--- src/rtl/mips_lsu_avalon_pkg.sv ---
`default_nettype none
// ============================================================================
// Module : mips_lsu_avalon_pkg
// Brief  : Shared types and helpers for the MIPS load/store unit.
// Rev    : 1.0  initial release
// ============================================================================
package mips_lsu_avalon_pkg;

    typedef enum logic [3:0] {
        LW  = 4'd0,
        LH  = 4'd1,
        LHU = 4'd2,
        LB  = 4'd3,
        LBU = 4'd4,
        LWL = 4'd5,
        LWR = 4'd6,
        SW  = 4'd7,
        SH  = 4'd8,
        SB  = 4'd9
    } mem_op_t;

    typedef enum logic [1:0] {
        IDLE   = 2'd0,
        ACCESS = 2'd1,
        DONE   = 2'd2
    } lsu_state_t;

    function automatic logic op_is_store(input mem_op_t op);
        return (op == SW) || (op == SH) || (op == SB);
    endfunction

    // Undefined opcodes are rejected like misaligned ones so they never reach the bus.
    function automatic logic op_misaligned(input mem_op_t op, input logic [1:0] off);
        logic r;
        case (op)
            LW, SW:       r = (off != 2'b00);
            LH, LHU, SH:  r = off[0];
            LB, LBU, SB,
            LWL, LWR:     r = 1'b0;
            default:      r = 1'b1;
        endcase
        return r;
    endfunction

endpackage
`default_nettype wire

--- src/rtl/mips_lsu_avalon_load_align.sv ---
`default_nettype none
// ============================================================================
// Module : lsu_load_align
// Brief  : Aligns a read word into the register result, with sign/zero
//          extension and LWL/LWR merge against the old rt value.
// Rev    : 1.0  initial release
// ============================================================================
module lsu_load_align
    import mips_lsu_avalon_pkg::*;
(
    input  mem_op_t     i_op,
    input  logic [1:0]  i_off,
    input  logic [31:0] i_readdata,
    input  logic [31:0] i_rt_old,
    output logic [31:0] o_result
);

    logic [31:0] w_shr;
    logic [4:0]  w_lwl_sh;

    assign w_shr    = i_readdata >> {i_off, 3'b000};
    assign w_lwl_sh = {~i_off, 3'b000};

    always_comb begin
        o_result = i_readdata;
        case (i_op)
            LB:  o_result = {{24{w_shr[7]}}, w_shr[7:0]};
            LBU: o_result = {24'h0, w_shr[7:0]};
            LH:  o_result = {{16{w_shr[15]}}, w_shr[15:0]};
            LHU: o_result = {16'h0, w_shr[15:0]};
            // Low bytes below the shifted word are kept from rt.
            LWL: o_result = (i_readdata << w_lwl_sh)
                          | (i_rt_old & ((32'h1 << w_lwl_sh) - 32'h1));
            LWR: o_result = w_shr | (i_rt_old & ~(32'hFFFF_FFFF >> {i_off, 3'b000}));
            default: o_result = i_readdata;
        endcase
    end

endmodule
`default_nettype wire

--- src/rtl/mips_lsu_avalon.sv ---
`default_nettype none
// ============================================================================
// Module : mips_lsu_avalon
// Brief  : Load/store unit driving an Avalon-MM master for the multicycle core.
// Rev    : 1.0  initial release
// ============================================================================
module mips_lsu_avalon
    import mips_lsu_avalon_pkg::*;
(
    input  logic        clk,
    input  logic        reset,
    input  logic        req_i,
    input  logic [3:0]  op_i,
    input  logic [31:0] addr_i,
    input  logic [31:0] wdata_i,
    input  logic [31:0] rt_old_i,
    output logic        busy_o,
    output logic        done_o,
    output logic        err_o,
    output logic [31:0] rdata_o,
    output logic [31:0] address,
    output logic        read,
    output logic        write,
    input  logic        waitrequest,
    output logic [31:0] writedata,
    output logic [3:0]  byteenable,
    input  logic [31:0] readdata
);

    lsu_state_t  r_state, w_next;
    mem_op_t     r_op, w_op;
    logic [1:0]  r_off, w_off;
    logic [31:0] r_rt_old;
    logic        r_err;
    logic        w_misaligned;
    logic        w_store;
    logic [3:0]  w_be;
    logic [31:0] w_wdata;
    logic [31:0] w_aligned;

    assign w_op         = mem_op_t'(op_i);
    assign w_off        = addr_i[1:0];
    assign w_misaligned = op_misaligned(w_op, w_off);
    assign w_store      = op_is_store(r_op);

    always_comb begin
        w_be    = 4'b0000;
        w_wdata = 32'h0;
        case (w_op)
            LW, SW:      w_be = 4'b1111;
            LH, LHU, SH: w_be = 4'b0011 << w_off;
            LB, LBU, SB: w_be = 4'b0001 << w_off;
            LWL: begin
                case (w_off)
                    2'd0:    w_be = 4'b0001;
                    2'd1:    w_be = 4'b0011;
                    2'd2:    w_be = 4'b0111;
                    default: w_be = 4'b1111;
                endcase
            end
            LWR:         w_be = 4'b1111 << w_off;
            default:     w_be = 4'b0000;
        endcase
        case (w_op)
            SW:      w_wdata = wdata_i;
            SH:      w_wdata = {16'h0, wdata_i[15:0]} << {w_off, 3'b000};
            SB:      w_wdata = {24'h0, wdata_i[7:0]} << {w_off, 3'b000};
            default: w_wdata = 32'h0;
        endcase
    end

    lsu_load_align u_align (
        .i_op       (r_op),
        .i_off      (r_off),
        .i_readdata (readdata),
        .i_rt_old   (r_rt_old),
        .o_result   (w_aligned)
    );

    always_ff @(posedge clk) begin
        if (reset) begin
            r_state    <= IDLE;
            r_op       <= LW;
            r_off      <= 2'b00;
            r_rt_old   <= 32'h0;
            r_err      <= 1'b0;
            address    <= 32'h0;
            byteenable <= 4'b0000;
            writedata  <= 32'h0;
            rdata_o    <= 32'h0;
        end else begin
            r_state <= w_next;
            if (r_state == IDLE && req_i) begin
                r_op     <= w_op;
                r_off    <= w_off;
                r_rt_old <= rt_old_i;
                r_err    <= w_misaligned;
                // Bus fields are only touched when a real transfer starts.
                if (!w_misaligned) begin
                    address    <= {addr_i[31:2], 2'b00};
                    byteenable <= w_be;
                    writedata  <= w_wdata;
                end
            end
            if (r_state == ACCESS && !waitrequest && !w_store) begin
                rdata_o <= w_aligned;
            end
        end
    end

    always_comb begin
        w_next = r_state;
        busy_o = 1'b0;
        done_o = 1'b0;
        err_o  = 1'b0;
        read   = 1'b0;
        write  = 1'b0;
        case (r_state)
            IDLE: begin
                if (req_i) begin
                    w_next = w_misaligned ? DONE : ACCESS;
                end
            end
            ACCESS: begin
                busy_o = 1'b1;
                read   = !w_store;
                write  = w_store;
                if (!waitrequest) begin
                    w_next = DONE;
                end
            end
            DONE: begin
                done_o = 1'b1;
                err_o  = r_err;
                w_next = IDLE;
            end
            default: w_next = IDLE;
        endcase
    end

endmodule
`default_nettype wire

--- config.mk ---
export PLATFORM = sky130hd
export DESIGN_NAME = mips_lsu_avalon
export DESIGN_NICKNAME = d
export VERILOG_FILES = /design/src/rtl/mips_lsu_avalon_pkg.sv /design/src/rtl/mips_lsu_avalon_load_align.sv /design/src/rtl/mips_lsu_avalon.sv
export SDC_FILE = /design/constraint.sdc
export NUM_CORES = 1
export LEC_CHECK = 0
export ABC_AREA = 1
export CAP_MARGIN = 20
export CORE_MARGIN = 2
export CORE_UTILIZATION = 51
export DETAILED_ROUTE_END_ITERATION = 16
export PLACE_DENSITY = 0.93
export SKIP_LAST_GASP = 1
export SLEW_MARGIN = 20
export SYNTH_ARGS = -nofsm -noshare
export SYNTH_HDL_FRONTEND = slang
export SYNTH_SLANG_ARGS = --single-unit
--- constraint.sdc ---
create_clock -name clk -period 5.4 [get_ports clk]
set_input_delay 1.08 -clock clk [delete_from_list [all_inputs] [get_ports clk]]
set_output_delay 1.08 -clock clk [all_outputs]
set_load 0.01 [all_outputs]
==> run metrics, run 1 <==
FF-to-FF Start=r_off[1]; clock buffer depth=2; FF-to-FF setup slack=2440 ps; Mapped Avg Cell Area=6.11 µm²; vias in the first global route=8604; Worst Reg-to-Reg Cells=13; most common cell after layout, fill and taps aside=nand2_1; die extent in x=127 µm; I/O Pins=241; f_max=between 0.2 and 0.3 GHz; critical path type=input pin to register; relative slew slack=between 30% and 40%; final WL=about 27000 µm; Setup violations, final=0; die area=around 16000 µm²; switch share=33.0%; Cell Area, Synth=7670 µm²; CTS Hold Buffers Added=0; clock power share=38.7%; Internal=2.06 mW; first-pass GRT wire length=42500 µm; DR WL/cell=16.3 µm; Crit. Startpoint=addr_i[0]; Hold Vio Cnt, Final=0; cells after synthesis=1256; Starting Density=52.4%; setup TNS=0 ps; CP Capture Type=register; Initial DRC Count=938; number of max-cap violations=0; ys async rst share=0%; Hold Worst Slack=443 ps; Synth area leaders=dfxtp_1 36%, nand2_1 26%, a21oi_1 5.9%, nor2_1 5.7%, nand3_1 4.9%; # diodes=0; GR Overflow Total=0; Power Density=just under 300 nW/µm²; row count=44; # DRC=0; share of layout cells above drive strength 1=5.18%; Slew Limit Fails=0; Worst EP arrival=3800 ps; Worst R2R End=rdata_o[25]; Area Growth Syn to Fin=38.2%; GRT Util Overall=33.4%; H-tree levels=4; hpwl dp=18800 µm; outcome=finished clean; Seq cells post-synth=139; hold path start=address[23]; hold path cells=2; Yosys top cell by area=dfxtp_1; Num CTS Buffers=17; clock-pin slew on the worst setup and hold paths=around 60 ps; RSZ-0062 raised after global routing=no; worst-path maximum fanout=30; measured slew at the worst slew-check pin=about 1000 ps; Comb pwr share=24.0%; Seq pwr share=approximately 37%; Pre-Repair DR Iteration Count=8; Synth top area share=36.3%; P_sw=around 1.0 mW; Clock Sinks=139; total power=slightly above 3 mW; largest net degree at the start of global routing=53; Core Region=14600 µm²; layout filler cell count=1188; VDD IR max=approximately 240 µV; Avg Vias per Cell=5.52; share of the clock period used by the worst path=64.3%; most frequent cells in the layout=523 x nand2_1, 238 x clkdlybuf4s50_1, 139 x dfxtp_1; Die Ht=127 µm; Required @ worst endpoint=between 5000 and 6000 ps; RePlAce Congestion=approximately 1; Hold Path Class=register to register; minimum clock period=between 3000 and 4000 ps; Antenna Nets Post-Route=0; initial antenna violation count=0; Netlist cell types=30; number of port buffers=between 200 and 250; leakage power=4.76 nW; Seq/Total Area, Yosys=36.3%; count of warnings emitted by yosys=0; CTS tree=yes; Via Count=between 9000 and 10000; clk_lat worst skew=~440 ps; # Post-CTS Setup Buffers=0; final net count=about 1600; clock root buffer=clkbuf_16; CTS resizes=0; Setup crit start kind=input pin; Most used DFF post-synth=dfxtp_1; final clock skew=5.56 ps; EDFF count, synth=0; Hold Path End=address[23]
==> worst max-delay path, cell delays in order <==
cell	delay, ps
clkdlybuf4s50_1	390
buf_4	200
inv_1	250
nand2_1	190
a21oi_4	210
nand3_2	520
inv_2	700
nand2_1	100
nor2_1	100
nor2_1	40
==> cells by family after synthesis <==
family	count (synthesis)	synth area share (%)
compound gates	223	16.7
fa+ha+maj	1	0.163
other cells	1	0.0489
flops	139	36.3
simple gates	733	37.8
buf+inv	159	9.06
==> metrics by stage <==
stage,worst slack (ps),std cells,utilization [%],instance area (µm²)
4_1_cts,1990,1652,72.4,10600
2_1_floorplan,3050,1257,-,7680
6_report,1930,1652,72.4,10600
5_1_grt,1690,1652,72.4,10600
3_3_place_gp,1580,1620,68.3,10000
3_5_place_dp,1530,1620,68.3,10000
==> power by group through the flow <==
stage | clock [mW] | sequential, mW | combinational (mW)
floorplan | 0 | 1.18 | 0.402
global placement | 0 | 1.16 | 0.705
detailed placement | 0 | 1.17 | 0.718
CTS | 1.20 | 1.15 | 0.724
global route | 1.24 | 1.15 | 0.809
finish | 1.19 | 1.15 | 0.738
==> synthesized netlist by cell type (3+ instances only) <==
library cell,number
nor2_2,7
nand4_1,3
dfxtp_1,139
buf_2,25
o21ai_0,69
a21boi_0,24
o211ai_1,8
nand3_1,75
buf_4,4
nand2_1,523
buf_6,7
buf_1,4
nand3_2,3
inv_1,82
nand2_2,4
clkbuf_1,27
nor2_1,117
a21oi_2,12
a21oi_1,90
o22ai_1,6
inv_2,8
a31oi_1,9
==> how the worst max path moves through the flow <==
| stage | end | slack [ps] | cells past startpoint |
|---|---|---|---|
| 2_1_floorplan | writedata[0] | 3050 | 13 |
| 3_3_place_gp | byteenable[3] | 1580 | 10 |
| 3_5_place_dp | byteenable[3] | 1530 | 10 |
| 4_1_cts | byteenable[3] | 1990 | 10 |
| 5_1_grt | byteenable[3] | 1690 | 10 |
| 6_report | byteenable[3] | 1930 | 10 |
==> flip-flops by register name, indices dropped and copies added, names as in the netlist, 2 cells and up <==
signal	count
address	30
byteenable	4
r_op	4
r_state	2
rdata_o	32
writedata	32
r_off	2
r_rt_old	32
==> layout make-up <==
type | instances | area, µm² | area share [%]
tap | 184 | 230 | 2.17
clock buffer | 17 | 425 | 4.01
inverter | 92 | 345 | 3.26
timing repair buffer | 246 | 2440 | 23.0
clock inverter | 15 | 178 | 1.68
multi-input combinational | 959 | 4200 | 39.6
sequential | 139 | 2780 | 26.2
==> layer usage <==
metal | global-route usage (%) | wire (µm) | vias up
met3 | 8.44 | 2690 | 95
li1 | - | - | 4388
met4 | 15.2 | 1170 | 0
met2 | 56.9 | 12700 | 530
met5 | 0 | 0 | -
met1 | 39.7 | 10300 | 4112
(Power assumes the default switching activity.)
==> run 2: changes to the inputs <==
Settings changed: CORE_UTILIZATION 51 to 43, PLACE_DENSITY 0.93 to 0.84.
Clock period 5.4 ns to 2.9 ns, I/O delays scaled along.
==> run metrics, run 2 (same netlist as run 1, synthesis figures left out) <==
outcome=finished clean (unchanged); # DRC=0 (unchanged); worst-path maximum fanout=4 (was 30); P_sw=1.94 mW (was 1.01 mW); hpwl dp=19900 µm (was 18800 µm); row count=48 (was 44); hold path cells=2 (unchanged); Core Region=17400 µm² (was 14600 µm²); clock power share=38.2% (was 38.7%); Comb pwr share=24.4% (was 24.0%); I/O Pins=241 (unchanged); FF-to-FF setup slack=650 ps (was 2440 ps); GRT Util Overall=28.4% (was 33.4%); Worst EP arrival=1970 ps (was 3800 ps); FF-to-FF Start=r_off[0] (was r_off[1]); largest net degree at the start of global routing=50 (was 53); clock root buffer=clkbuf_16 (unchanged); Internal=3.79 mW (was 2.06 mW); Num CTS Buffers=17 (unchanged); Hold Path End=address[7] (was address[23]); Slew Limit Fails=0 (unchanged); Setup violations, final=0 (unchanged); f_max=0.392 GHz; CTS resizes=0 (unchanged); hold path start=address[7] (was address[23]); CP Capture Type=output pin (was register); Initial DRC Count=775 (was 938); vias in the first global route=8122 (was 8604); Avg Vias per Cell=5.18 (was 5.52); H-tree levels=4 (unchanged); number of max-cap violations=0 (unchanged); number of port buffers=238 (unchanged); Hold Vio Cnt, Final=0 (unchanged); Required @ worst endpoint=2320 ps (was 5730 ps); leakage power=4.85 nW (was 4.76 nW); Via Count=8859 (was 9125); share of layout cells above drive strength 1=6.33% (was 5.18%); measured slew at the worst slew-check pin=622 ps (was 1020 ps); relative slew slack=58.2% (was 31.8%); Setup crit start kind=register (was input pin); met1 wire length=11000 µm (was 10300 µm); VDD IR max=412 µV (was 239 µV); DP Area=10200 µm² (was 10000 µm²); Starting Density=44.2% (was 52.4%); DR WL met3=2680 µm (was 2690 µm); Pre-Repair DR Iteration Count=6 (was 8); Worst R2R End=rdata_o[31] (was rdata_o[25]); RePlAce Congestion=0.959 (was 0.986); Hold Path Class=register to register (unchanged); switch share=33.8% (was 33.0%); Clock Sinks=139 (unchanged); Seq pwr share=37.3% (about the same); initial antenna violation count=1 (was 0); Post-Layout Inst Area=10800 µm² (was 10600 µm²); highest routed layer=met5 (was met4); setup TNS=0 ps (unchanged); Power Density=531 nW/µm² (was 290 nW/µm²); die extent in x=138 µm (was 127 µm); CTS tree=yes (unchanged); minimum clock period=between 2000 and 3000 ps; final clock skew=6.81 ps (was 5.56 ps); critical path type=register to output pin (was input pin to register); RSZ-0062 raised after global routing=no (unchanged); GR Overflow Total=0 (unchanged); first-pass GRT wire length=41300 µm (was 42500 µm); clock-pin slew on the worst setup and hold paths=70 ps (was 60 ps); clock buffer depth=2 (unchanged); # Post-CTS Setup Buffers=0 (unchanged); final net count=1610 (was 1592); clk_lat worst skew=430 ps (was 440 ps); Die Ht=138 µm (was 127 µm); Antenna Nets Post-Route=0 (unchanged); Top Registers=r_rt_old: 32 flops, rdata_o: 32 flops, writedata: 32 flops (unchanged); final WL=27100 µm (was 26900 µm); share of the clock period used by the worst path=roughly nine tenths; CTS Hold Buffers Added=0 (unchanged); most common cell after layout, fill and taps aside=nand2_1 (unchanged); die area=18900 µm² (was 16000 µm²); Area Growth Syn to Fin=40.8% (was 38.2%); most frequent cells in the layout=523 x nand2_1, 238 x clkdlybuf4s50_1, 139 x dfxtp_1 (unchanged); # diodes=0 (unchanged); DR WL/cell=15.8 µm (was 16.3 µm); Worst Reg-to-Reg Cells=12 (was 13); met2 routed WL=12700 µm (about the same)
[run 2: cell types whose count changed in the layout (fill, tap and decap cells not counted), sizes merged]
cell | previous run | this run
buf | 8 | 26
bufinv | 1 | 0
clkinvlp | 0 | 1
[run 2: power groups by stage]
stage	Clock (mW)	Combinational, mW	Sequential (mW)
after detailed placement	0	1.38	2.18
after global routing	2.30	1.54	2.16
after CTS	2.22	1.39	2.14
after global placement	0	1.36	2.18
after floorplan	0	0.749	2.19
final	2.19	1.40	2.14
[run 2: stage by stage]
| step | power (mW) | hold slack, ps | utilization (%) | setup WS (ps) | instances |
|---|---|---|---|---|---|
| 5_1_grt | 6.00 | 465 | 62.3 | 196 | 1711 |
| 3_3_place_gp | 3.54 | 428 | 58.8 | 387 | 1679 |
| 6_report | 5.73 | 444 | 62.3 | 348 | 1711 |
| 2_1_floorplan | 2.94 | 429 | - | 1050 | 1257 |
| 3_5_place_dp | 3.56 | 431 | 58.8 | 269 | 1679 |
| 4_1_cts | 5.74 | 448 | 62.3 | 329 | 1711 |
[run 2: routing by layer]
metal | up-vias | track usage [%]
li1 | 4415 | -
met1 | 3991 | 35.2
met2 | 396 | 46.5
met3 | 55 | 7.80
met4 | 2 | 11.2
met5 | - | 0
[run 2: critical path: stages (launching register included)]
cell             delay (ps)
dfxtp_1                 350
inv_1                   110
nand2_1                  70
o21ai_0                 250
inv_1                    90
nor2_1                  100
clkdlybuf4s50_1         580
[run 2: area by class of cell]
cell class | count | area, µm²
Inverter | 92 | 345
Fill cell | 1651 | 6550
Timing Repair Buffer | 264 | 2600
Clock inverter | 15 | 170
Sequential cell | 139 | 2780
Clock buffer | 17 | 425
Tap cell | 225 | 282
Multi-Input combinational cell | 959 | 4200
[run 2: how the worst max path moves through the flow]
stage               slack, ps           end  cells after the start     from
global route              200         write                      5  r_op[1]
floorplan                1050  writedata[0]                     13  op_i[0]
global placement          390  writedata[6]                     10  op_i[0]
finish                    350         write                      6  r_op[3]
detailed placement        270  writedata[7]                     10  op_i[0]
CTS                       330         write                      6  r_op[3]
==> run 3: changes to the inputs <==
Settings changed: ABC_AREA 1 to default, CORE_MARGIN 2 to 3, CORE_UTILIZATION 43 to 55, DONT_BUFFER_PORTS from default to 1, PLACE_DENSITY 0.84 to 0.79.
==> run metrics, run 3 <==
outcome=finished clean (unchanged); Required @ worst endpoint=2320 ps (about the same); number of max-cap violations=0 (unchanged); die extent in x=123 µm (was 138 µm); ys async rst share=0% (unchanged); cell-by-cell trace of the critical path=and4b_1 -> nor3_1 (was inv_1 -> nand2_1 -> o21ai_0 -> inv_1 -> nor2_1 -> clkdlybuf4s50_1); # diodes=0 (unchanged); Die Ht=123 µm (was 138 µm); vias in the first global route=6399 (was 8122); final clock skew=5.00 ps (was 6.81 ps); Most used DFF post-synth=dfxtp_1 (unchanged); minimum clock period=2500 ps (was 2550 ps); share of layout cells above drive strength 1=13.6% (was 6.33%); CTS tree=yes (unchanged); Power Density=630 nW/µm² (was 531 nW/µm²); initial antenna violation count=0 (was 1); RePlAce Congestion=0.934 (was 0.959); Seq cells post-synth=139 (unchanged); EDFF count, synth=0 (unchanged); I/O Pins=241 (unchanged); critical path type=register to output pin (unchanged); fin cells=1022 (was 1711); share of the clock period used by the worst path=86.3% (was 88.0%); Clock Sinks=139 (unchanged); Top Family by Delay on Critical Path=simple AND/OR/NAND/NOR gates (was buffers and inverters); relative slew slack=35.0% (was 58.2%); Worst Path Buf+Inv=0 (was 3); Crit path largest cell delay=630 ps (was 580 ps); H-tree levels=4 (unchanged); Worst EP arrival=1920 ps (was 1970 ps); clock-pin slew on the worst setup and hold paths=60 ps (was 70 ps); Synth area leaders=dfxtp_1 37%, a21oi_1 8.6%, nand2_1 5.6%, mux2_2 4.5%, a211oi_1 4.3% (was dfxtp_1 36%, nand2_1 26%, a21oi_1 5.9%, nor2_1 5.7%, nand3_1 4.9%); row count=42 (was 48); Mapped Avg Cell Area=8.46 µm² (was 6.11 µm²); hpwl dp=16100 µm (was 19900 µm); most frequent cells in the layout=137 x dfxtp_1, 129 x a21oi_1, 110 x nand2_1 (was 523 x nand2_1, 238 x clkdlybuf4s50_1, 139 x dfxtp_1); Synth top cells by count=139 x dfxtp_1, 129 x a21oi_1, 111 x nand2_1 (was 523 x nand2_1, 139 x dfxtp_1, 117 x nor2_1); leakage power=2.75 nW (was 4.85 nW); most common cell after layout, fill and taps aside=dfxtp_1 (was nand2_1); Cell Area, Synth=7490 µm² (was 7670 µm²); Synth top area share=37.2% (was 36.3%); Slowest-stage cell, CP=dfxtp_1 (was clkdlybuf4s50_1); RSZ-0062 raised after global routing=no (unchanged); clk_lat worst skew=420 ps (was 430 ps); Hold Vio Cnt, Final=0 (unchanged); Area Growth Syn to Fin=6.23% (was 40.8%); Core Region=13300 µm² (was 17400 µm²); Setup crit start kind=register (unchanged); first-pass GRT wire length=36000 µm (was 41300 µm); f_max=0.400 GHz (was 0.392 GHz); count of warnings emitted by yosys=0 (unchanged); Setup violations, final=0 (unchanged); Pre-Repair DR Iteration Count=8 (was 6); Seq/Total Area, Yosys=37.2% (was 36.3%); CTS resizes=0 (unchanged); number of port buffers=0 (was 238); CTS Hold Buffers Added=0 (unchanged); Avg Vias per Cell=6.83 (was 5.18); final net count=970 (was 1610); Antenna Nets Post-Route=0 (unchanged); Initial DRC Count=920 (was 775); die area=15100 µm² (was 18900 µm²); Yosys top cell by area=dfxtp_1 (unchanged); DR WL/cell=22.7 µm (was 15.8 µm); top-count cell post-synth=dfxtp_1 (was nand2_1); Hold Path Class=input pin to register (was register to register); GRT Util Overall=30.4% (was 28.4%); largest net degree at the start of global routing=131 (was 50); Placed Cells=990 (was 1679); final WL=23200 µm (was 27100 µm); Top Registers=r_rt_old: 32 flops, rdata_o: 32 flops, writedata: 32 flops (unchanged); measured slew at the worst slew-check pin=972 ps (was 622 ps); Num CTS Buffers=17 (unchanged); # Post-CTS Setup Buffers=0 (unchanged); VDD IR max=446 µV (was 412 µV); clock buffer depth=2 (unchanged); cells after synthesis=885 (was 1256); # DRC=0 (unchanged); setup TNS=0 ps (unchanged); worst-path maximum fanout=14 (was 4); Via Count=6977 (was 8859); clock root buffer=clkbuf_16 (unchanged); Netlist cell types=72 (was 30); CP Capture Type=output pin (unchanged); Starting Density=56.3% (was 44.2%); Slew Limit Fails=0 (unchanged); GR Overflow Total=0 (unchanged)
run 3: cell types whose count changed in the layout (fill, tap and decap cells not counted), moves of 24 or more:
cell,previous run,this run
nand2_1,523,110
mux2_2,0,30
a21oi_1,90,129
nor2_1,117,34
a21boi_0,24,0
inv_1,81,5
clkdlybuf4s50_1,238,0
nand3_1,75,32
a211oi_1,0,43
run 3: final timing paths:
| kind | start | to | slack (ps) | cells past startpoint |
|---|---|---|---|---|
| max | r_op[3] | read | 400 | 2 |
| min | reset | address[19] | 220 | 1 |
| max reg2reg | r_op[2] | rdata_o[16] | 590 | 5 |
| min reg2reg | r_rt_old[15] | r_rt_old[15] | 460 | 2 |
run 3: area by class of cell:
| cell class | count | area [µm²] |
|---|---|---|
| timing repair buffer | 16 | 120 |
| inverter | 6 | 22.5 |
| multi-input combinational | 653 | 4230 |
| fill | 1211 | 5340 |
| clock buffer | 18 | 429 |
| sequential | 139 | 2790 |
| tap | 176 | 220 |
| clock inverter | 14 | 146 |
run 3: metrics by stage:
stage / util, % / area, µm² / hold WS [ps] / setup WS (ps) / power [mW]
floorplan: - / 7490 / 430 / 687 / 2.79
global placement: 55.5 / 7380 / 439 / 776 / 2.88
detailed placement: 55.5 / 7380 / 443 / 650 / 2.90
CTS: 59.8 / 7960 / 215 / 371 / 5.01
global route: 59.8 / 7960 / 211 / 321 / 5.20
finish: 59.8 / 7960 / 223 / 397 / 5.01
run 3: metal layers:
metal / up-vias / routed length [µm] / part of all wire, % / global-route usage, %
met5: - / 0 / 0 / 0
met4: 0 / 699 / 3.0 / 9.94
met3: 72 / 3060 / 13 / 11.4
met2: 487 / 10400 / 45 / 45.1
met1: 3220 / 9100 / 39 / 40.9
li1: 3198 / - / - / -
run 3: report_power, final:
group	leakage (nW)	internal, mW	total, mW	switching, mW
Clock	0.265	1.27	2.13	0.867
Combinational	1.35	0.275	0.708	0.433
Sequential	1.13	2.02	2.17	0.145
Total	2.75	3.56	5.01	1.45
run 3: logic make-up after synthesis:
| kind of cell | after synthesis | share of synthesized area, % |
|---|---|---|
| flops | 139 | 37.2 |
| simple gates | 249 | 17.0 |
| fa+ha+maj | 1 | 0.167 |
| mux | 55 | 8.07 |
| buf+inv | 94 | 6.45 |
| other cells | 1 | 0.0501 |
| compound gates | 346 | 31.1 |
run 3: worst reg2reg max path, cell delays in order (launching register included):
cell,delay [ps]
dfxtp_1,680
and4b_1,420
nor4_4,90
nor2_1,750
nand2_1,190
nand2_1,120
==> variant 1, RTL diff (settings of run 1) <==
Reset style: asynchronous (`reset`), changed in one clocked block.
--- a/src/rtl/mips_lsu_avalon.sv
+++ b/src/rtl/mips_lsu_avalon.sv
@@ -79,3 +79,3 @@
 
-    always_ff @(posedge clk) begin
+    always_ff @(posedge clk or posedge reset) begin
         if (reset) begin
Check against the original RTL: differs if reset is asserted again (counterexample within 4 cycles, from zero or initial values and one cycle with reset high); with reset held inactive, the same outputs for 4 cycles.
==> variant 1 against run 1 <==
- area after synthesis increased by 3.3%
- routed wire length shrank 4.2%
- first-iteration DRC count decreased by 8.6%
- final area is 2.9% higher
- maximum frequency up 3.2%
- worst setup slack improved by 0.11 ns
- worst hold slack gained 0.038 ns
- via count is 6.1% lower
- sequential cell count did not move
- highest routed layer unchanged
Power is not compared: it rests on default switching activity, and its combinational part moved more than twofold at a synthesized area within 25%.
==> variant 1: results (changes against run 1) <==
CTS Root Cell - clkbuf_16 (unchanged)
Clock slew at reported path FFs - 0.07 ns
Startpoint Class - primary input (unchanged)
Routability cong. - 0.9442 (was 0.9856)
Hold Path Class - flop to flop (unchanged)
Synth warn - 0 (unchanged)
PortBufs - 238 (unchanged)
Layout cells sized above 1 - 0.04086 (was 0.05177)
Number of buffers created by CTS - 17 (unchanged)
WP data arrival - 3.64 ns (was 3.80 ns)
Crit path max fanout - 75 (was 30)
Largest net degree at the start of global routing - 114 (was 53)
Status - finished clean (unchanged)
Bufs on Longest Clock Path - 2 (unchanged)
Drt initial violations - 857 (was 938)
Clk Latency, worst-skew pair - 0.43 ns
H-tree Lvls - 4 (unchanged)
Drt total wl - 25.78 mm (was 26.91 mm)
Final nets - 1519 (was 1592)
Xor and xnor fraction of the mapped netlist area - 0 (unchanged)
Highest ir drop seen on vdd - 0.3014 mV
Lkg Pwr - 5.341 nW
Drt first pass iters - 5 (was 8)
Mux share of post-synthesis cell area - 0 (unchanged)
Post-CTS sizing - 0 (unchanged)
# diodes - 0 (unchanged)
Synth Area per Inst - 6.756 sq um (was 6.111 sq um)
Biggest regs - r_rt_old: 32 flops, rdata_o: 32 flops, writedata: 32 flops (unchanged)
DR vias - 8569 (was 9125)
Synth cell count leaders - nand2_1, dfrtp_1, o21ai_0 (was nand2_1, dfxtp_1, nor2_1)
DP HPWL - 18.21 mm (was 18.80 mm)
Filler cells - 1194 (was 1188)
Sequential area share after synthesis - 0.4389 (was 0.3626)
Synth Area in Compound Gates - 0.1388 (was 0.1668)
Slew headroom - 0.2711 (was 0.3182)
Post-Synth Adder-Cell Area - 0.001579 (was 0.001630)
First-pass GRT wire length - 40.99 mm (was 42.51 mm)
Final Instance Count excl. Fillers - 1583 (was 1652)
Postcts setup bufs - 0 (unchanged)
Prevailing post-synth register cell - dfrtp_1 (was dfxtp_1)
Skew final - 0.005909 ns (was 0.005557 ns)
Synth area leaders - dfrtp_1, nand2_1, o21ai_0, nor2_1, inv_1 (was dfxtp_1, nand2_1, a21oi_1, nor2_1, nand3_1)
Synth cell types - 29 (was 30)
Vias in the first global route - 8318 (was 8604)
Async set-reset flop share out of synthesis - 1.000 (was 0)
GRT Overall Usage - 0.3168 (was 0.3335)
Initial antenna violation count - 0 (unchanged)
variant 1: changes by cell type after synthesis, sizes merged, moves of 9 or more:
cell and delta:
dfrtp +139, dfxtp -139, a21oi -79, o21ai +64
nand3 -36, inv -19, nor2 -17, a31oi -9
nand2 +9
variant 1: final timing paths:
| path | startpoint | endpoint | slack, ns | cells past startpoint |
|---|---|---|---|---|
| max | addr_i[0] | writedata[14]$_DFFE_PP0P_ | 2.04 | 8 |
| min | rdata_o[24]$_DFFE_PP0P_ | rdata_o[24]$_DFFE_PP0P_ | 0.48 | 2 |
| min in group asynchronous | reset | address[24]$_DFFE_PP0P_ | 1.20 | 2 |
| min reg2reg | rdata_o[24]$_DFFE_PP0P_ | rdata_o[24]$_DFFE_PP0P_ | 0.48 | 2 |
| max reg2reg | r_off[1]$_DFFE_PP0P_ | rdata_o[31]$_DFFE_PP0P_ | 2.45 | 11 |
| max in group asynchronous | reset | r_rt_old[14]$_DFFE_PP0P_ | 3.33 | 3 |
variant 1: cell type report:
class	instances	share of cell area
Clock buffer	17	0.03900
Sequential cell	139	0.3188
Inverter	71	0.02512
Clock inverter	15	0.01388
Timing Repair Buffer	246	0.2239
Multi-Input combinational cell	907	0.3577
Tap cell	188	0.02156
variant 1: logic make-up (layout without fill, tap and decap cells):
group	count (synthesis)	in the layout
other cells	1	2
compound gates	199	199
fa+ha+maj	1	1
flops	139	139
buf+inv	128	349
simple gates	705	705
variant 1: power breakdown:
part           total [mW]  switching [mW]  internal (mW)  leakage [nW]
Combinational        2.28            1.31          0.968          3.30
Clock                1.14           0.523          0.614         0.284
Sequential           1.67           0.263           1.41          1.76
Total                5.09            2.10           2.99          5.34
variant 1: per-layer routing:
layer / routed length, um / GRT usage
met3: 2769 / 0.07817
met2: 12100 / 0.5145
met4: 1059 / 0.1554
met5: 0 / 0
met1: 9860 / 0.3975
variant 1: worst max-delay path, stage by stage:
cell and delay (ns):
clkdlybuf4s50_1 0.80, nor2_1 0.40, inv_1 0.13, a21oi_4 0.24
nand3_4 0.28, buf_4 0.43, nand2_1 0.14, o21ai_0 0.10
variant 1: per-stage QoR:
step / utilization / worst slack (ns) / cell area [sq um] / hold WS [ns]
after floorplan: - / 0.5955 / 7929 / 0.4425
after detailed placement: 0.6795 / 1.682 / 10330 / 0.4648
after CTS: 0.7174 / 2.116 / 10910 / 0.4821
final: 0.7176 / 2.039 / 10910 / 0.4814
after global placement: 0.6795 / 1.833 / 10330 / 0.4604
after global routing: 0.7176 / 1.800 / 10910 / 0.4913
==> variant 2, RTL diff (flow settings as in run 1) <==
Made on the original files. Encoding of `lsu_state_t`: now one-hot (3 bits for 3 states).
--- a/src/rtl/mips_lsu_avalon_pkg.sv
+++ b/src/rtl/mips_lsu_avalon_pkg.sv
@@ -21,6 +21,6 @@
 
-    typedef enum logic [1:0] {
-        IDLE   = 2'd0,
-        ACCESS = 2'd1,
-        DONE   = 2'd2
+    typedef enum logic [2:0] {
+        IDLE   = 3'b001,
+        ACCESS = 3'b010,
+        DONE   = 3'b100
     } lsu_state_t;
Formal check against the unedited RTL: same outputs for any inputs over 4 cycles, from zero or initial values and one cycle with reset high; so few cycles prove little.
==> variant 2 against run 1 <==
- area after synthesis barely moved
- register-to-register slack better by 0.22 ns
- total power rose by 3.9%
- clock skew increased by 0.0031 ns
- critical endpoint is now writedata[2]$_SDFFE_PP0P_
- routed wire length up 3.5%
- worst setup slack better by 0.13 ns
- final area hardly changed
- sequential cell count increased by 1
- maximum frequency is 3.8% higher
==> variant 2: results (changes against run 1) <==
FF-to-FF path depth - 8 (was 13)
Skew final - 0.008676 ns (was 0.005557 ns)
Drt first pass iters - 6 (was 8)
Metal2 WL - 12.98 mm (was 12.70 mm)
Synth cell count leaders - nand2_1, nor2_1, dfxtp_1 (was nand2_1, dfxtp_1, nor2_1)
GRT Overall Usage - 0.3344 (was 0.3335)
Final Worst Setup Slack - 2.056 ns (was 1.930 ns)
First-pass GRT wire length - 42.26 mm (was 42.51 mm)
Largest net degree at the start of global routing - 60 (was 53)
Global Route met3 Usage - 0.08857 (was 0.08435)
WHS Endpoint - address[8]$_SDFFE_PP0P_ (was address[23]$_SDFFE_PP0P_)
WP data arrival - 3.73 ns (was 3.80 ns)
Synth area leaders - dfxtp_1, nand2_1, nor2_1, a21oi_1, nand3_1 (was dfxtp_1, nand2_1, a21oi_1, nor2_1, nand3_1)
Drt initial violations - 837 (was 938)
Lkg Pwr - 4.833 nW (was 4.759 nW)
Reg-to-reg endpoint - rdata_o[30]$_SDFFE_PP0P_ (was rdata_o[25]$_SDFFE_PP0P_)
Placed cell area - 9998 sq um (was 10000 sq um)
RR Startpoint - r_op[3]$_SDFFE_PP0P_ (was r_off[1]$_SDFFE_PP0P_)
Worst hold slack - 0.4483 ns (was 0.4433 ns)
CP Capture Point - writedata[2]$_SDFFE_PP0P_ (was byteenable[3]$_SDFFE_PP0P_)
Status - finished clean (unchanged)
Metal-1 WL - 10.29 mm (was 10.34 mm)
DP HPWL - 19.62 mm (was 18.80 mm)
Vias in the first global route - 8530 (was 8604)
Slew headroom - 0.3036 (was 0.3182)
Final Instance Count excl. Fillers - 1682 (was 1652)
Hold wc startpoint - address[8]$_SDFFE_PP0P_ (was address[23]$_SDFFE_PP0P_)
Final nets - 1622 (was 1592)
Sequential area share after synthesis - 0.3648 (was 0.3626)
Synth cell types - 31 (was 30)
Synth Area in Compound Gates - 0.1295 (was 0.1668)
-- variant 2: changes by cell type in the layout (fill, tap and decap cells not counted), moves of 3 or more --
cell | run 1 | this run
o211ai_1 | 8 | 0
a21oi_2 | 12 | 0
nand2_1 | 523 | 550
o22ai_1 | 6 | 0
nand3_1 | 75 | 81
a21oi_1 | 90 | 94
inv_1 | 81 | 84
a22oi_1 | 0 | 7
a21boi_0 | 24 | 3
nor2_1 | 117 | 144
and2_0 | 0 | 3
o21ai_1 | 2 | 7
-- variant 2: logic make-up (layout without fill, tap and decap cells) --
kind of cell    after synthesis  after routing
simple gates                796            796
fa+ha+maj                     1              1
other cells                   1              2
flops                       140            140
buf+inv                     160            370
compound gates              189            189
-- variant 2: cell type report --
class,count,area (sq um)
Fill cell,1221,4044
Clock inverter,14,172.7
Sequential cell,140,2803
Inverter,93,351.6
Multi-Input combinational cell,988,4179
Tap cell,184,230.2
Clock buffer,18,429.2
Timing Repair Buffer,245,2435
